## config.mk

```make
export PLATFORM = sky130hd
export DESIGN_NAME = instrument_uart_tx
export DESIGN_NICKNAME = d
export VERILOG_FILES = /design/src/rtl/instrument_uart_tx.sv
export SDC_FILE = /design/constraint.sdc
export NUM_CORES = 1
export LEC_CHECK = 0
export BUFFER_PORTS_ARGS = -buffer_cell sky130_fd_sc_hd__buf_2
export CAP_MARGIN = 40
export CORE_ASPECT_RATIO = 1.2
export CORE_MARGIN = 10
export CORE_UTILIZATION = 25
export DETAILED_ROUTE_END_ITERATION = 10
export PLACE_DENSITY_LB_ADDON = 0.12
export SETUP_SLACK_MARGIN = 0.5
export SYNTH_ARGS = -nofsm -noshare
export SYNTH_HDL_FRONTEND = slang
export SYNTH_SLANG_ARGS = --single-unit
```

## constraint.sdc

```tcl
create_clock -name clk -period 3 [get_ports clk]
set_input_delay 0.15 -clock clk [delete_from_list [all_inputs] [get_ports clk]]
set_output_delay 0.15 -clock clk [all_outputs]
set_load 0.1 [all_outputs]
```

## src/rtl/instrument_uart_tx.sv

```systemverilog
// instrument_uart_tx: packs bass, drum and guitar note state into the 3-byte
// instrument protocol and sends each changed byte as 8N1 UART on TxD.
// Byte layout: [2:0] instrument ID (001 bass, 010 drum, 100 guitar);
// bass/guitar carry a 5-bit note in [7:3]; drum carries a 4-bit note in [6:3]
// and the foot pedal in [7].
// Optional build macro INSTRUMENT_TX_REFRESH_EN adds a periodic keepalive that
// resends all three instruments every REFRESH_CYCLES clocks.
module instrument_uart_tx #(
    parameter int unsigned CLKS_PER_BIT   = 434,
    parameter int unsigned REFRESH_CYCLES = 5000000
) (
    input  logic       clk,
    input  logic       rst_n,
    input  logic       send_en,
    input  logic [4:0] bass,
    input  logic [3:0] drum,
    input  logic       drum_foot,
    input  logic [4:0] guitar,
    output logic       TxD,
    output logic       busy,
    output logic       frame_done,
    output logic [2:0] last_id
);

    localparam logic [1:0] StIdle  = 2'd0;
    localparam logic [1:0] StStart = 2'd1;
    localparam logic [1:0] StData  = 2'd2;
    localparam logic [1:0] StStop  = 2'd3;

    localparam logic [15:0] BaudLast = 16'(CLKS_PER_BIT - 1);

    // Instrument index used by the arbiter: 0 bass, 1 drum, 2 guitar.
    localparam logic [1:0] IdxBass   = 2'd0;
    localparam logic [1:0] IdxDrum   = 2'd1;
    localparam logic [1:0] IdxGuitar = 2'd2;

    logic [1:0]  state_q, state_d;
    logic [15:0] baud_q, baud_d;
    logic [2:0]  bit_q, bit_d;
    logic [7:0]  shift_q, shift_d;
    logic        txd_q, txd_d;
    logic        done_q, done_d;
    logic [2:0]  last_id_q, last_id_d;
    logic [1:0]  rr_q, rr_d;
    logic [4:0]  sent_bass_q, sent_bass_d;
    logic [4:0]  sent_drum_q, sent_drum_d;
    logic [4:0]  sent_gtr_q, sent_gtr_d;
    logic [2:0]  pend_q, pend_d;

    logic [4:0]  drum_state;
    logic [7:0]  byte_bass, byte_drum, byte_gtr, load_byte;
    logic [2:0]  diff;
    logic [2:0]  refresh_need;
    logic [2:0]  eligible;
    logic        sel_valid;
    logic [1:0]  sel;
    logic [1:0]  cand;
    logic        load;
    logic        baud_last;

    assign drum_state = {drum_foot, drum};
    assign byte_bass  = {bass, 3'b001};
    assign byte_drum  = {drum_foot, drum, 3'b010};
    assign byte_gtr   = {guitar, 3'b100};

    // Live difference against what was last sent for each instrument.
    assign diff = {guitar != sent_gtr_q, drum_state != sent_drum_q, bass != sent_bass_q};

    // The registered pend is qualified by the live compare so a value that
    // returns to its last-sent state in the cycle before a load is not resent.
    assign eligible = (pend_q & diff) | refresh_need;

    // Round-robin pick: first eligible instrument at or after rr_q.
    always_comb begin
        sel_valid = 1'b0;
        sel       = IdxBass;
        cand      = rr_q;
        for (int k = 0; k < 3; k++) begin
            if (!sel_valid && eligible[cand]) begin
                sel_valid = 1'b1;
                sel       = cand;
            end
            cand = (cand == IdxGuitar) ? IdxBass : cand + 2'd1;
        end
    end

    assign load = (state_q == StIdle) && send_en && sel_valid;

    // Byte that would be loaded for the selected instrument.
    always_comb begin
        unique case (sel)
            IdxDrum:   load_byte = byte_drum;
            IdxGuitar: load_byte = byte_gtr;
            default:   load_byte = byte_bass;
        endcase
    end

    assign baud_last = (baud_q == BaudLast);

    // Next-state logic for the frame sequencer, load path and change tracking.
    always_comb begin
        state_d     = state_q;
        baud_d      = baud_q;
        bit_d       = bit_q;
        shift_d     = shift_q;
        txd_d       = txd_q;
        done_d      = 1'b0;
        last_id_d   = last_id_q;
        rr_d        = rr_q;
        sent_bass_d = sent_bass_q;
        sent_drum_d = sent_drum_q;
        sent_gtr_d  = sent_gtr_q;

        case (state_q)
            StIdle: begin
                txd_d  = 1'b1;
                baud_d = '0;
                bit_d  = '0;
                if (load) begin
                    shift_d   = load_byte;
                    last_id_d = load_byte[2:0];
                    rr_d      = (sel == IdxGuitar) ? IdxBass : sel + 2'd1;
                    unique case (sel)
                        IdxDrum:   sent_drum_d = drum_state;
                        IdxGuitar: sent_gtr_d  = guitar;
                        default:   sent_bass_d = bass;
                    endcase
                    state_d = StStart;
                    txd_d   = 1'b0;
                end
            end
            StStart: begin
                if (baud_last) begin
                    baud_d  = '0;
                    state_d = StData;
                    txd_d   = shift_q[0];
                end else begin
                    baud_d = baud_q + 16'd1;
                end
            end
            StData: begin
                if (baud_last) begin
                    baud_d = '0;
                    bit_d  = bit_q + 3'd1;
                    if (bit_q == 3'd7) begin
                        state_d = StStop;
                        txd_d   = 1'b1;
                    end else begin
                        shift_d = {1'b0, shift_q[7:1]};
                        txd_d   = shift_q[1];
                    end
                end else begin
                    baud_d = baud_q + 16'd1;
                end
            end
            default: begin
                if (baud_last) begin
                    baud_d  = '0;
                    state_d = StIdle;
                    done_d  = 1'b1;
                end else begin
                    baud_d = baud_q + 16'd1;
                end
            end
        endcase

        // Compare against the post-load sent value so a just-loaded
        // instrument does not look pending for one extra cycle.
        pend_d = {guitar != sent_gtr_d, drum_state != sent_drum_d, bass != sent_bass_d};
    end

    // Sequencer, shift register and change-tracking state.
    always_ff @(posedge clk) begin
        if (!rst_n) begin
            state_q     <= StIdle;
            baud_q      <= '0;
            bit_q       <= '0;
            shift_q     <= '0;
            txd_q       <= 1'b1;
            done_q      <= 1'b0;
            last_id_q   <= '0;
            rr_q        <= IdxBass;
            sent_bass_q <= '0;
            sent_drum_q <= '0;
            sent_gtr_q  <= '0;
            pend_q      <= '0;
        end else begin
            state_q     <= state_d;
            baud_q      <= baud_d;
            bit_q       <= bit_d;
            shift_q     <= shift_d;
            txd_q       <= txd_d;
            done_q      <= done_d;
            last_id_q   <= last_id_d;
            rr_q        <= rr_d;
            sent_bass_q <= sent_bass_d;
            sent_drum_q <= sent_drum_d;
            sent_gtr_q  <= sent_gtr_d;
            pend_q      <= pend_d;
        end
    end

`ifdef INSTRUMENT_TX_REFRESH_EN
    localparam int unsigned RefW = (REFRESH_CYCLES > 1) ? $clog2(REFRESH_CYCLES) : 1;
    localparam logic [RefW-1:0] RefLast = RefW'(REFRESH_CYCLES - 1);

    logic [RefW-1:0] ref_cnt_q, ref_cnt_d;
    logic [2:0]      ref_need_q, ref_need_d;

    // Keepalive: count while no refresh is outstanding, then force all three
    // instruments pending; each load retires its own bit.
    always_comb begin
        ref_cnt_d  = ref_cnt_q;
        ref_need_d = ref_need_q;
        if (load) begin
            ref_need_d[sel] = 1'b0;
        end
        if (ref_need_q == 3'b000) begin
            if (ref_cnt_q == RefLast) begin
                ref_cnt_d  = '0;
                ref_need_d = 3'b111;
            end else begin
                ref_cnt_d = ref_cnt_q + 1'b1;
            end
        end
    end

    // Keepalive counter and outstanding-refresh bits.
    always_ff @(posedge clk) begin
        if (!rst_n) begin
            ref_cnt_q  <= '0;
            ref_need_q <= '0;
        end else begin
            ref_cnt_q  <= ref_cnt_d;
            ref_need_q <= ref_need_d;
        end
    end

    assign refresh_need = ref_need_q;
`else
    assign refresh_need = 3'b000;
`endif

    assign TxD        = txd_q;
    assign busy       = (state_q != StIdle);
    assign frame_done = done_q;
    assign last_id    = last_id_q;

endmodule

```

# == After elaboration in Yosys (flattened, before gate mapping) ==
# Cells that the tools add are included.
# word_totals
ff_bits,54
latch_bits,0
mem_bits_rw,0
romBits,0
input_bits,18
out_inout_bits,6
elab_cells,103
memories,0
# classes
n_addsub,5
multipliers,0
n_div,0
n_lt_le_gt_ge,3
eq_ne,19
shift,0
muxes,43
n_bitwise,2
reduce_logical,19
# op_table
op,n
two-way mux 5 bit,9
case mux 8 bit (2 select lines),2
inequality test 5 bit,6
two-way mux 8 bit,3
two-way mux 2 bit,11
adder 16 x 1 -> 16 bit (second input constant),1
equality test 16 x 9 -> 1 bit (second input constant),1
two-way mux 1 bit,11
inequality test 2 bit (second input constant),5
< comparator 2 x 3 -> 1 bit (second input constant),3
equality test 2 bit (second input constant),4
adder 2 x 1 -> 2 bit (second input constant),3
binary-select mux 1 bit (select 2 bit),3
case mux 2 bit (3 select lines),1
case mux 3 bit (2 select lines),1
nonzero test 2 bit,3
AND reduction 5 bit,1
equality test 2 x 1 -> 1 bit (second input constant),2
logical AND 1 bit,4
AND reduction 2 bit,2
AND reduction 4 bit,1
OR reduction 4 bit,1
adder 3 x 1 -> 3 bit (second input constant),1
AND 3 bit,1
other kinds (10),11

# == Depth between registers and ports, before layout ==
# logic_depth
depth_word,17
mapped_depth,13
mapped_depth_nobuf,13

# == Least setup slack after synthesis ==
# Ideal clock, no wire load.
# synth_timing
kind,reg-to-reg
startpoint,register sent_bass_q[0]
endpoint,register shift_q[6]
setup_ns,0.140
t_arrival_ns,2.342
t_required_ns,2.860
path_slack_ns,0.517
path_stages_with_launch,12
period_less_slack_ns,2.483
path_cell_list,dfxtp_1 xor2_1 nor3_2 a31o_2 a21oi_1 a211o_1 ha_1 clkbuf_1 clkbuf_1 o211ai_1 o21ai_0 a211oi_2
# synth_via
elab_chain_len,15
word_cells_on_any_way,26
# synth_lines
item,line,text
start: declaration,45,"logic [4:0] sent_bass_q, sent_bass_d;"
start signal: assignment,196,sent_bass_q <= sent_bass_d;
inequality test 5 bit *,67,"assign diff = {guitar != sent_gtr_q, drum_state != sent_drum_q, bass != sent_bass_q};"
AND 3 bit *,71,assign eligible = (pend_q & diff) | refresh_need;
binary-select mux 1 bit (select 2 bit),79,if (!sel_valid && eligible[cand]) begin
two-way mux 1 bit (not written as such),79,
two-way mux 1 bit,79,
zero test 1 bit,79,
logical AND 1 bit,79,
two-way mux 1 bit,79,
zero test 1 bit,79,
logical AND 1 bit,79,
two-way mux 2 bit,79,
equality test 2 bit / equality test 2 x 1 -> 1 bit (equally long branches),91,unique case (sel)
case mux 8 bit (2 select lines),91,
two-way mux 8 bit,119,if (load) begin
case mux 8 bit (2 select lines),114,case (state_q)
end signal: assignment,191,shift_q <= shift_d;
end: declaration,40,"logic [7:0] shift_q, shift_d;"
# Mark *: on every way between the ends. The rest lies on a longest branch, timed or not. The select of a mux whose other input is x is not followed.
# A chain may end at the register's enable or synchronous reset.

# == Final worst setup path ==
# layout_timing
startpoint,register sent_bass_q[4]
endpoint,register shift_q[3]
# The elaborated chain is that of the path after synthesis.

==> flow_metrics.tcl <==
set metrics [dict create \
    status "finished clean" \
    dp.cells 493 \
    grt_usage_pct 9.142 \
    synthCells 330 \
    firstDrtPassIters 4 \
    synth_area_um2 2882 \
    min_period_ns 2.377 \
    worstSkewPairLatency_ns 0.29 \
    grt_setup_unrepaired "true" \
    row_count 42 \
    p_leak_nw 1.325 \
    skew_ns 0.005788 \
    grt-ovfl-total 0 \
    antenna_left 0 \
    p_total_w 0.002818 \
    cp_max_fo 8 \
    power_density_nw_per_um2 814.1 \
    relSlewSlack_pct 56.29 \
    cts.hold.buffers_added 0 \
    layout.cells.non_filler 516 \
    portBuffers 23 \
    slew_viol_final 0 \
    cap_violations 0 \
    critPathRequiredTime_ns 3.22 \
    holdWs_ns 0.1293 \
    antenna_found_initial 0 \
    ir_drop_uv 288.7 \
    async_reset_ff_share_pct 0 \
    cts_sinks 53 \
    clockRootBuffer "clkbuf_16" \
    grt_max_degree 25 \
    drt_iter0_drc 85 \
    drc_errors 0 \
    hp-class "in2reg" \
    cts_tree "yes" \
    yosysTopAreaCellShare_pct 36.82 \
    critPathKind "reg2reg" \
    period_share_pct 79.22 \
    cp_data_arrival_time_ns 2.59 \
    synthFlopType "dfxtp_1" \
    drt-total-wl_um 7538 \
    cp-end-kind "register" \
    synth-edff-count 0 \
    die_w_um 118.0 \
    synth_area_leader_cell "dfxtp_1" \
    htree_levels 2 \
    cp-start-kind "register" \
    tns_ns 0 \
    gp_congestion 0.7515 \
    area_growth_pct 20.15 \
    post_drt_wl_per_cell_um 14.61 \
    clkTransAtPathRegs_ns 0.07 \
    synthTopCellsByArea "dfxtp_1 (37%), nand2_1 (6.0%), ha_1 (5.6%)" \
    syn_nets 361 \
    dp_hpwl_um 5471 \
    cts_buffers 5 \
    via_per_inst 4.609 \
    hold_viol 0 \
    avgSynthCellArea_um2 8.732 \
    yosysSeqAreaShare_pct 36.82 \
    clk_path_buf_depth 2 \
    ys_warn_count 0 \
    die_area_um2 16240 \
    pre_cts_slack_ns 0.1596 \
    synth_cell_types 46 \
    initial_core_util_pct 25.86 \
    fin_ws_ns 0.6235 \
    finalSetupViolations 0 \
    grt_pass1_wl_um 12060 \
    dr_total_vias 2378 \
    core-area_um2 11140 \
    nets 392 \
    die_height_um 137.6 \
    synth-seq-cells 53 \
    grt_pass1_vias 2376 \
    fmax_mhz 420.8 \
    antenna_cells 0 \
    worst_pin_slew_ns 0.6538 \
    drive_gt1_share_pct 22.10 \
    ios 24 \
]
==> cells by family after synthesis <==
logic type | synth area share, %
and+or+nand+nor | 22.88
xor gates and xnor gates | 8.207
buffers and inverters | 3.952
muxes | 5.210
adders and majority gates | 5.645
AOI/OAI and AO/OA | 17.28
DFF | 36.82
==> cells in the final DEF (no fill, tap or decap), types with 4 or more instances in the layout <==
master and count:
dfxtp_1 50, buf_2 23, buf_4 17, nand3_1 11, nor2_2 4, a211oi_2 8
a21oi_1 6, a22oi_1 6, o21ai_0 8, o211ai_1 5, nor3_2 4, mux2i_1 15
nand2_1 46, nor4bb_1 4, nor2_1 20, inv_1 10, a31oi_1 7, o21ai_1 10
nand4_1 7, xnor2_1 12, xor2_1 14, nor3_1 6, clkbuf_16 5, ha_1 11
and3_1 10
==> what timing repair did <==
| item | 4_1_cts | 5_1_grt |
|---|---|---|
| resized for setup | 5 | 19 |
| setup buffers | 2 | 13 |
| setup endpoints to repair | 12 | 12 |
| pin swaps | 2 | 14 |
==> stage by stage <==
step / utilization [%] / instance area (um2)
2_1_floorplan: - / 2882
3_3_place_gp: 28.08 / 3128
3_5_place_dp: 28.08 / 3128
4_1_cts: 29.68 / 3307
5_1_grt: 31.08 / 3462
6_report: 31.08 / 3462
==> path summary, 6_finish.rpt <==
kind	startpoint	end	slack, ns	cells after the start
min	drum[2]	sent_drum_q[2]	0.13	3
max	sent_bass_q[4]	shift_q[3]	0.62	10
min reg2reg	sent_bass_q[4]	sent_bass_q[4]	0.45	2
max reg2reg	sent_bass_q[4]	shift_q[3]	0.62	10
==> area by class of cell <==
class | instances | area [um2]
fill | 1218 | 7679
multi-input combinational | 251 | 1788
sequential | 53 | 1065
timing repair buffer | 40 | 242.7
tap | 154 | 192.7
clock buffer | 8 | 136.4
inverter | 10 | 37.54
==> registers in the layout, indices dropped and copies added (netlist names) <==
| signal | cells |
|---|---|
| TxD | 1 |
| rr_q | 1 |
| pend_q | 3 |
| last_id | 3 |
| baud_q | 16 |
| sent_gtr_q | 5 |
| bit_q | 3 |
| shift_q | 8 |
| state_q | 2 |
| sent_drum_q | 5 |
| sent_bass_q | 5 |
| frame_done | 1 |
==> power by group <==
| part | internal [W] | switching, W | total (W) |
|---|---|---|---|
| combinational | 0.000503 | 0.000861 | 0.00136 |
| sequential | 0.000812 | 0.0000716 | 0.000883 |
| clock | 0.000312 | 0.000259 | 0.000571 |
| total | 0.00163 | 0.00119 | 0.00282 |
==> synth_stat cells (8+ instances only) <==
cell / count
inv_1: 10
o21ai_1: 8
nor2_1: 24
nand3_1: 12
dfxtp_1: 53
o21ai_0: 10
and3_1: 10
a21oi_1: 8
xor2_1: 15
clkbuf_1: 10
ha_1: 13
nand2_1: 46
xnor2_1: 12
mux2i_1: 15
==> metal layers <==
metal,track usage (%),vias to the layer above,part of all wire [%]
li1,-,1219,-
met1,10.05,1115,44
met2,16.52,37,50
met3,2.457,7,3.7
met4,3.576,0,1.6
met5,0,-,0
==> critical path, stage by stage (launching register included) <==
cell	delay (ns)
dfxtp_2	0.32
xor2_1	0.17
nor3_2	0.21
and3_1	0.22
nor2_2	0.06
a211o_1	0.35
ha_4	0.27
buf_4	0.17
o211ai_1	0.21
o21ai_1	0.12
a211oi_2	0.21
Power figures use the tool's default switching activity.
